## config.mk

```make
export PLATFORM = sky130hd
export DESIGN_NAME = cascade_slave_responder
export DESIGN_NICKNAME = d
export VERILOG_FILES = /design/src/rtl/pic_pkg.sv /design/src/rtl/pic_sync_edge.sv /design/src/rtl/cascade_slave_responder.sv
export SDC_FILE = /design/constraint.sdc
export NUM_CORES = 1
export LEC_CHECK = 0
export ABC_AREA = 0
export ABC_CLOCK_PERIOD_IN_PS = 1400
export BUFFER_PORTS_ARGS = -buffer_cell sky130_fd_sc_hd__buf_2
export CORE_UTILIZATION = 45
export CTS_CLUSTER_SIZE = 30
export DETAILED_ROUTE_END_ITERATION = 8
export GPL_ROUTABILITY_DRIVEN = 0
export GPL_TIMING_DRIVEN = 0
export HOLD_SLACK_MARGIN = 0.03
export PLACE_DENSITY = 0.67
export SETUP_SLACK_MARGIN = 0.4
export SLEW_MARGIN = 10
export SYNTH_ARGS = -nofsm -noshare
export SYNTH_HDL_FRONTEND = slang
export SYNTH_HIERARCHICAL = 1
export SYNTH_SLANG_ARGS = --single-unit
```

## constraint.sdc

```tcl
create_clock -name clk -period 1.4 [get_ports clk]
set_input_delay 0.42 -clock clk [delete_from_list [all_inputs] [get_ports clk]]
set_output_delay 0.42 -clock clk [all_outputs]
set_load 0.005 [all_outputs]
```

## src/rtl/pic_pkg.sv

```systemverilog
// Shared definitions for the cascade slave responder: FSM encoding,
// acknowledge timing constants and the ISR one-hot helper.
package pic_pkg;

  typedef enum logic [1:0] {
    ST_IDLE = 2'd0,
    ST_ACK1 = 2'd1,
    ST_GAP  = 2'd2,
    ST_ACK2 = 2'd3
  } pic_state_e;

  // A GAP that lasts this many cycles without a second INTA fall is abandoned
  localparam logic [7:0] GAP_TIMEOUT = 8'd255;
  localparam int         INTA_PULSES = 2;

  function automatic logic [7:0] irq_onehot(input logic [2:0] idx);
    return 8'b0000_0001 << idx;
  endfunction

endpackage

```

## src/rtl/pic_sync_edge.sv

```systemverilog
// Two-flop synchroniser for an active-low strobe followed by a registered
// edge detector producing single-cycle fall/rise pulses.
module pic_sync_edge (
  input  logic clk,
  input  logic rst_n,
  input  logic async_in,
  output logic fall,
  output logic rise
);

  logic s1;
  logic s2;
  logic s3;

  always_ff @(posedge clk or negedge rst_n) begin
    if (!rst_n) begin
      s1   <= 1'b1;
      s2   <= 1'b1;
      s3   <= 1'b1;
      fall <= 1'b0;
      rise <= 1'b0;
    end else begin
      s1   <= async_in;
      s2   <= s1;
      s3   <= s2;
      fall <= s3 & ~s2;
      rise <= ~s3 & s2;
    end
  end

endmodule

```

## src/rtl/cascade_slave_responder.sv

```systemverilog
// Slave-side responder for a cascaded interrupt controller: tracks the two
// INTA pulses, returns the vector when addressed and drives ISR pulses.
module cascade_slave_responder
  import pic_pkg::*;
(
  input  logic       clk,
  input  logic       rst_n,
  input  logic       INTA_N,
  input  logic [2:0] CAS,
  input  logic       SP_EN,
  input  logic [2:0] slave_id,
  input  logic       int_pending,
  input  logic [2:0] highest_irq,
  input  logic [4:0] vector_base,
  input  logic       aeoi,
  output logic [7:0] D_OUT,
  output logic       D_OE,
  output logic [7:0] isr_set,
  output logic [7:0] isr_clr,
  output logic       timeout_err,
  output logic [1:0] state_dbg
);

  pic_state_e state;
  pic_state_e next_state;

  logic       inta_fall;
  logic       inta_rise;
  logic [2:0] cas_m;
  logic [2:0] cas_s;

  logic       sel;
  logic [2:0] irq_l;
  logic [7:0] cnt;

  logic       sel_n;
  logic [2:0] irq_n;
  logic [7:0] cnt_n;
  logic       timeout_n;
  logic       oe_n;
  logic [7:0] dout_n;
  logic [7:0] set_n;
  logic [7:0] clr_n;

  pic_sync_edge u_inta_sync (
    .clk      (clk),
    .rst_n    (rst_n),
    .async_in (INTA_N),
    .fall     (inta_fall),
    .rise     (inta_rise)
  );

  always_ff @(posedge clk or negedge rst_n) begin
    if (!rst_n) begin
      cas_m <= 3'd0;
      cas_s <= 3'd0;
    end else begin
      cas_m <= CAS;
      cas_s <= cas_m;
    end
  end

  // State register, with the datapath and all outputs registered alongside
  always_ff @(posedge clk or negedge rst_n) begin
    if (!rst_n) begin
      state       <= ST_IDLE;
      sel         <= 1'b0;
      irq_l       <= 3'd0;
      cnt         <= 8'd0;
      timeout_err <= 1'b0;
      D_OE        <= 1'b0;
      D_OUT       <= 8'h00;
      isr_set     <= 8'h00;
      isr_clr     <= 8'h00;
    end else begin
      state       <= next_state;
      sel         <= sel_n;
      irq_l       <= irq_n;
      cnt         <= cnt_n;
      timeout_err <= timeout_n;
      D_OE        <= oe_n;
      D_OUT       <= dout_n;
      isr_set     <= set_n;
      isr_clr     <= clr_n;
    end
  end

  always_comb begin
    next_state = state;
    if (SP_EN) begin
      next_state = ST_IDLE;
    end else begin
      case (state)
        ST_IDLE: if (inta_fall) next_state = ST_ACK1;
        ST_ACK1: if (inta_rise) next_state = ST_GAP;
        ST_GAP: begin
          if (inta_fall)               next_state = ST_ACK2;
          else if (cnt == GAP_TIMEOUT) next_state = ST_IDLE;
        end
        ST_ACK2: if (inta_rise) next_state = ST_IDLE;
        default: next_state = ST_IDLE;
      endcase
    end
  end

  // Selection and irq index are frozen at the first fall so later changes
  // on CAS or the priority resolver cannot disturb the second pulse.
  always_comb begin
    sel_n     = sel;
    irq_n     = irq_l;
    cnt_n     = cnt;
    timeout_n = timeout_err;
    oe_n      = D_OE;
    set_n     = 8'h00;
    clr_n     = 8'h00;
    if (SP_EN) begin
      sel_n = 1'b0;
      oe_n  = 1'b0;
    end else begin
      case (state)
        ST_IDLE: begin
          if (inta_fall) begin
            sel_n     = (cas_s == slave_id) && int_pending;
            irq_n     = highest_irq;
            timeout_n = 1'b0;
            if (sel_n) set_n = irq_onehot(highest_irq);
          end
        end
        ST_ACK1: begin
          if (inta_rise) cnt_n = 8'd0;
        end
        ST_GAP: begin
          cnt_n = cnt + 8'd1;
          if (inta_fall) begin
            oe_n = sel;
          end else if (cnt == GAP_TIMEOUT) begin
            timeout_n = 1'b1;
            sel_n     = 1'b0;
          end
        end
        ST_ACK2: begin
          if (inta_rise) begin
            oe_n  = 1'b0;
            sel_n = 1'b0;
            if (sel && aeoi) clr_n = irq_onehot(irq_l);
          end
        end
        default: begin
          sel_n = 1'b0;
          oe_n  = 1'b0;
        end
      endcase
    end
    dout_n = oe_n ? {vector_base, irq_n} : 8'h00;
  end

  assign state_dbg = state;

endmodule
```

==> impl_metrics.ini <==
[yosys]
yosys_warnings = 6
synth_largest_area_cell = dfrtp_1
yosysSeqAreaShare_pct = 61.66
synth.top_cell.area_share_pct = 57.87
ys.flop_type = dfrtp_1
synth.avg_cell_area_um2 = 11.60
syn_inst = 179
synth_area_leaders = dfrtp_1 (58%), a211oi_1 (4.0%), dfstp_2 (3.8%)
synthArstFlopShare_pct = 100.0
netlist_area_mm2 = 0.002076
ys_ff_latch = 51
synth_enable_flop_cells = 0
synth.distinct_cells = 44
synth_nets = 200

[route]
post-route-drc-count = 0
vias = 1656
ant_nets = 0
wl_per_cell_um = 15.44
drt_iter0_markers = 74
routed_wl_um = 4679
drt-pass1-iter-count = 4
avgViaCountPerCell = 5.465

[cts]
cts.sinks = 51
cts_made_buffers = 5
cts_tree = done
htreeDepth = 2
cts_root_buf = clkbuf_8
cts_max_path_buffers = 2
clk_pin_slew_ps = 100
clock_latency_ps = 310

[sta]
worst_pin_slew_ps = 624.9
period_share_pct = 107.7
finClkSkew_ps = 4.732
finalHoldViolCount = 0
finalSetupViolCount = 16
whs_ps = 116.1
max_freq_mhz = 663.0
maxSlewHeadroom_pct = 58.34
drv_slew = 0
rsz0062_at_grt = true
fin_ws_ps = -108.3
layout_min_cycle_time_ps = 1508

[floorplanning]
pin_count = 48
die_area_mm2 = 0.004888
core.rowCount = 24
die_y_um = 69.92
die_w_um = 69.92
initial_core_util_pct = 47.35
core_mm2 = 0.004384

[placement]
dpl.cell_count = 278
dp_slack_ps = -526.0
io_buffers = 47
dp_hpwl_um = 2856

[pwr]
power.switching_uw = 732.1
power_frac_comb_pct = 9.8
p_sw_share_pct = 25.22
seqPwrFrac_pct = 54.1
ir_drop_mv = 0.7372
p_leak_uw = 0.001361
power_uw = 2903
powerDensity_mw_per_mm2 = 974.5
clockPowerShare_pct = 36.1
internal_power_uw = 2171

[final_layout]
fin_util_pct = 67.95
stdcell_count = 303
drive_gt1_share_pct = 51.79
areaGrowthSynthToFinish_pct = 43.52
diodes = 0
seqCellArea_mm2 = 0.001285
fillers = 300
final_nets = 271
multi_input_area_mm2 = 0.001035

[critical_path]
worstSetupPathType = flop to flop
start_kind = flop
crit_start = state_dbg[0]
r2r_setup_slack_ps = -110
crit_path_end = cnt[4]
r2r_start = state_dbg[0]
worst_ep_arrival_time_ps = 1760
rr_worst_depth = 4
crit_required_ps = 1650
path_max_fanout = 8
setup.worst_path.end_class = flop
r2r_end = cnt[4]

[global_routing]
first_global_vias = 1651
overflow = 0
grt_max_degree = 52
grt_usage_pct = 20.13
grt_pass1_wl_um = 7665
grt_antenna_before_repair = 0

[hold_path]
hp-class = primary input to asynchronous set/reset pin

[run_status]
status = finished with violations
violations = setup timing

[flow_run]
maxCapViolations = 0
logic make-up after synthesis:
family	share of synthesized area [%]
and+or+nand+nor	20.62
DFF	61.66
adders and majority gates	0.6027
xor gates and xnor gates	1.266
buffers and inverters	4.038
AOI/OAI and AO/OA	9.403
muxes	2.411
worst min-delay path by stage:
stage / slack (ps) / to / cells after the start / from
2_1_floorplan: 120 / D_OE / 0 / rst_n
3_3_place_gp: 330 / cas_s[1] / 0 / cas_m[1]
3_5_place_dp: 340 / cas_s[0] / 0 / cas_m[0]
4_1_cts: 140 / isr_set[0] / 1 / rst_n
5_1_grt: 180 / u_inta_sync/s1 / 1 / INTA_N
6_report: 120 / cnt[5] / 1 / rst_n
per-layer routing:
metal / track usage, % / vias to the layer above / share of wire [%]
met3: 4.040 / 8 / 4.0
met2: 34.19 / 38 / 51
met1: 25.44 / 820 / 44
li1: - / 790 / -
met4: 7.556 / 0 / 1.6
met5: 0 / - / 0
state kept, by name, indices dropped and copies added, names as in the netlist:
signal / flops
D_OE: 1
D_OUT: 8
cas_m: 3
cas_s: 3
cnt: 8
irq_l: 3
isr_clr: 8
isr_set: 8
sel: 1
state_dbg: 2
timeout_err: 1
u_inta_sync/fall: 1
u_inta_sync/rise: 1
u_inta_sync/s1: 1
u_inta_sync/s2: 1
u_inta_sync/s3: 1
cell type report:
type | count | share of cell area, %
sequential | 51 | 43.13
multi-input combinational | 109 | 34.73
timing repair buffer | 62 | 12.10
clock buffer | 5 | 2.310
tap | 52 | 2.184
buffer | 6 | 2.058
inverter | 15 | 1.890
clock inverter | 3 | 1.596
worst max-delay path, cell delays in order (launching register included):
cell,delay (ps)
dfrtp_2,460
or3b_1,370
buf_6,150
or4_4,410
nand2_1,70
cell usage after synthesis (all sizes together) (2+ instances only):
| cell type | count |
|---|---|
| buf | 5 |
| nand2b | 6 |
| nor2b | 4 |
| nand4 | 4 |
| or2 | 2 |
| or3b | 2 |
| and2b | 2 |
| nand2 | 12 |
| or4 | 2 |
| o21ai | 2 |
| o211ai | 4 |
| nor3 | 5 |
| xnor2 | 3 |
| inv | 14 |
| nor4 | 12 |
| mux2i | 5 |
| a211oi | 11 |
| nor2 | 7 |
| dfstp | 3 |
| a21oi | 5 |
| nand3 | 4 |
| dfrtp | 48 |
power by group through the flow:
stage / sequential, uW / clock, uW / combinational (uW)
5_1_grt: 1580 / 1110 / 310
2_1_floorplan: 1580 / 0 / 118
3_5_place_dp: 1590 / 0 / 204
3_3_place_gp: 1590 / 0 / 199
6_report: 1570 / 1050 / 284
4_1_cts: 1570 / 1080 / 264
through the flow:
step                      TNS, ps  cell area, um^2
after floorplan            -523.7             2153
after global placement      -6439             2454
after detailed placement    -7867             2454
after CTS                  -577.6             2844
after global routing        -2421             2979
final                      -770.7             2979
timing repair:
action | in CTS | in global routing
buffers inserted | 12 | 3
gates resized for setup | 34 | 18
gates cloned | 2 | 0
hold buffers | 0 | 0
pin swaps | 11 | 6
setup endpoints to repair | 116 | 68
cells in the final DEF (no fill, tap or decap), drive strengths merged, types with 4 or more instances in the layout:
cell,netlist,routed
a211oi,11,11
a21oi,5,5
buf,5,67
clkbuf,1,6
dfrtp,48,48
inv,14,15
mux2i,5,5
nand2,12,12
nand2b,6,6
nand3,4,4
nand4,4,5
nor2,7,7
nor2b,4,4
nor3,5,5
nor4,12,12
o211ai,4,4
Note: power is estimated with default switching activity, not from simulation.
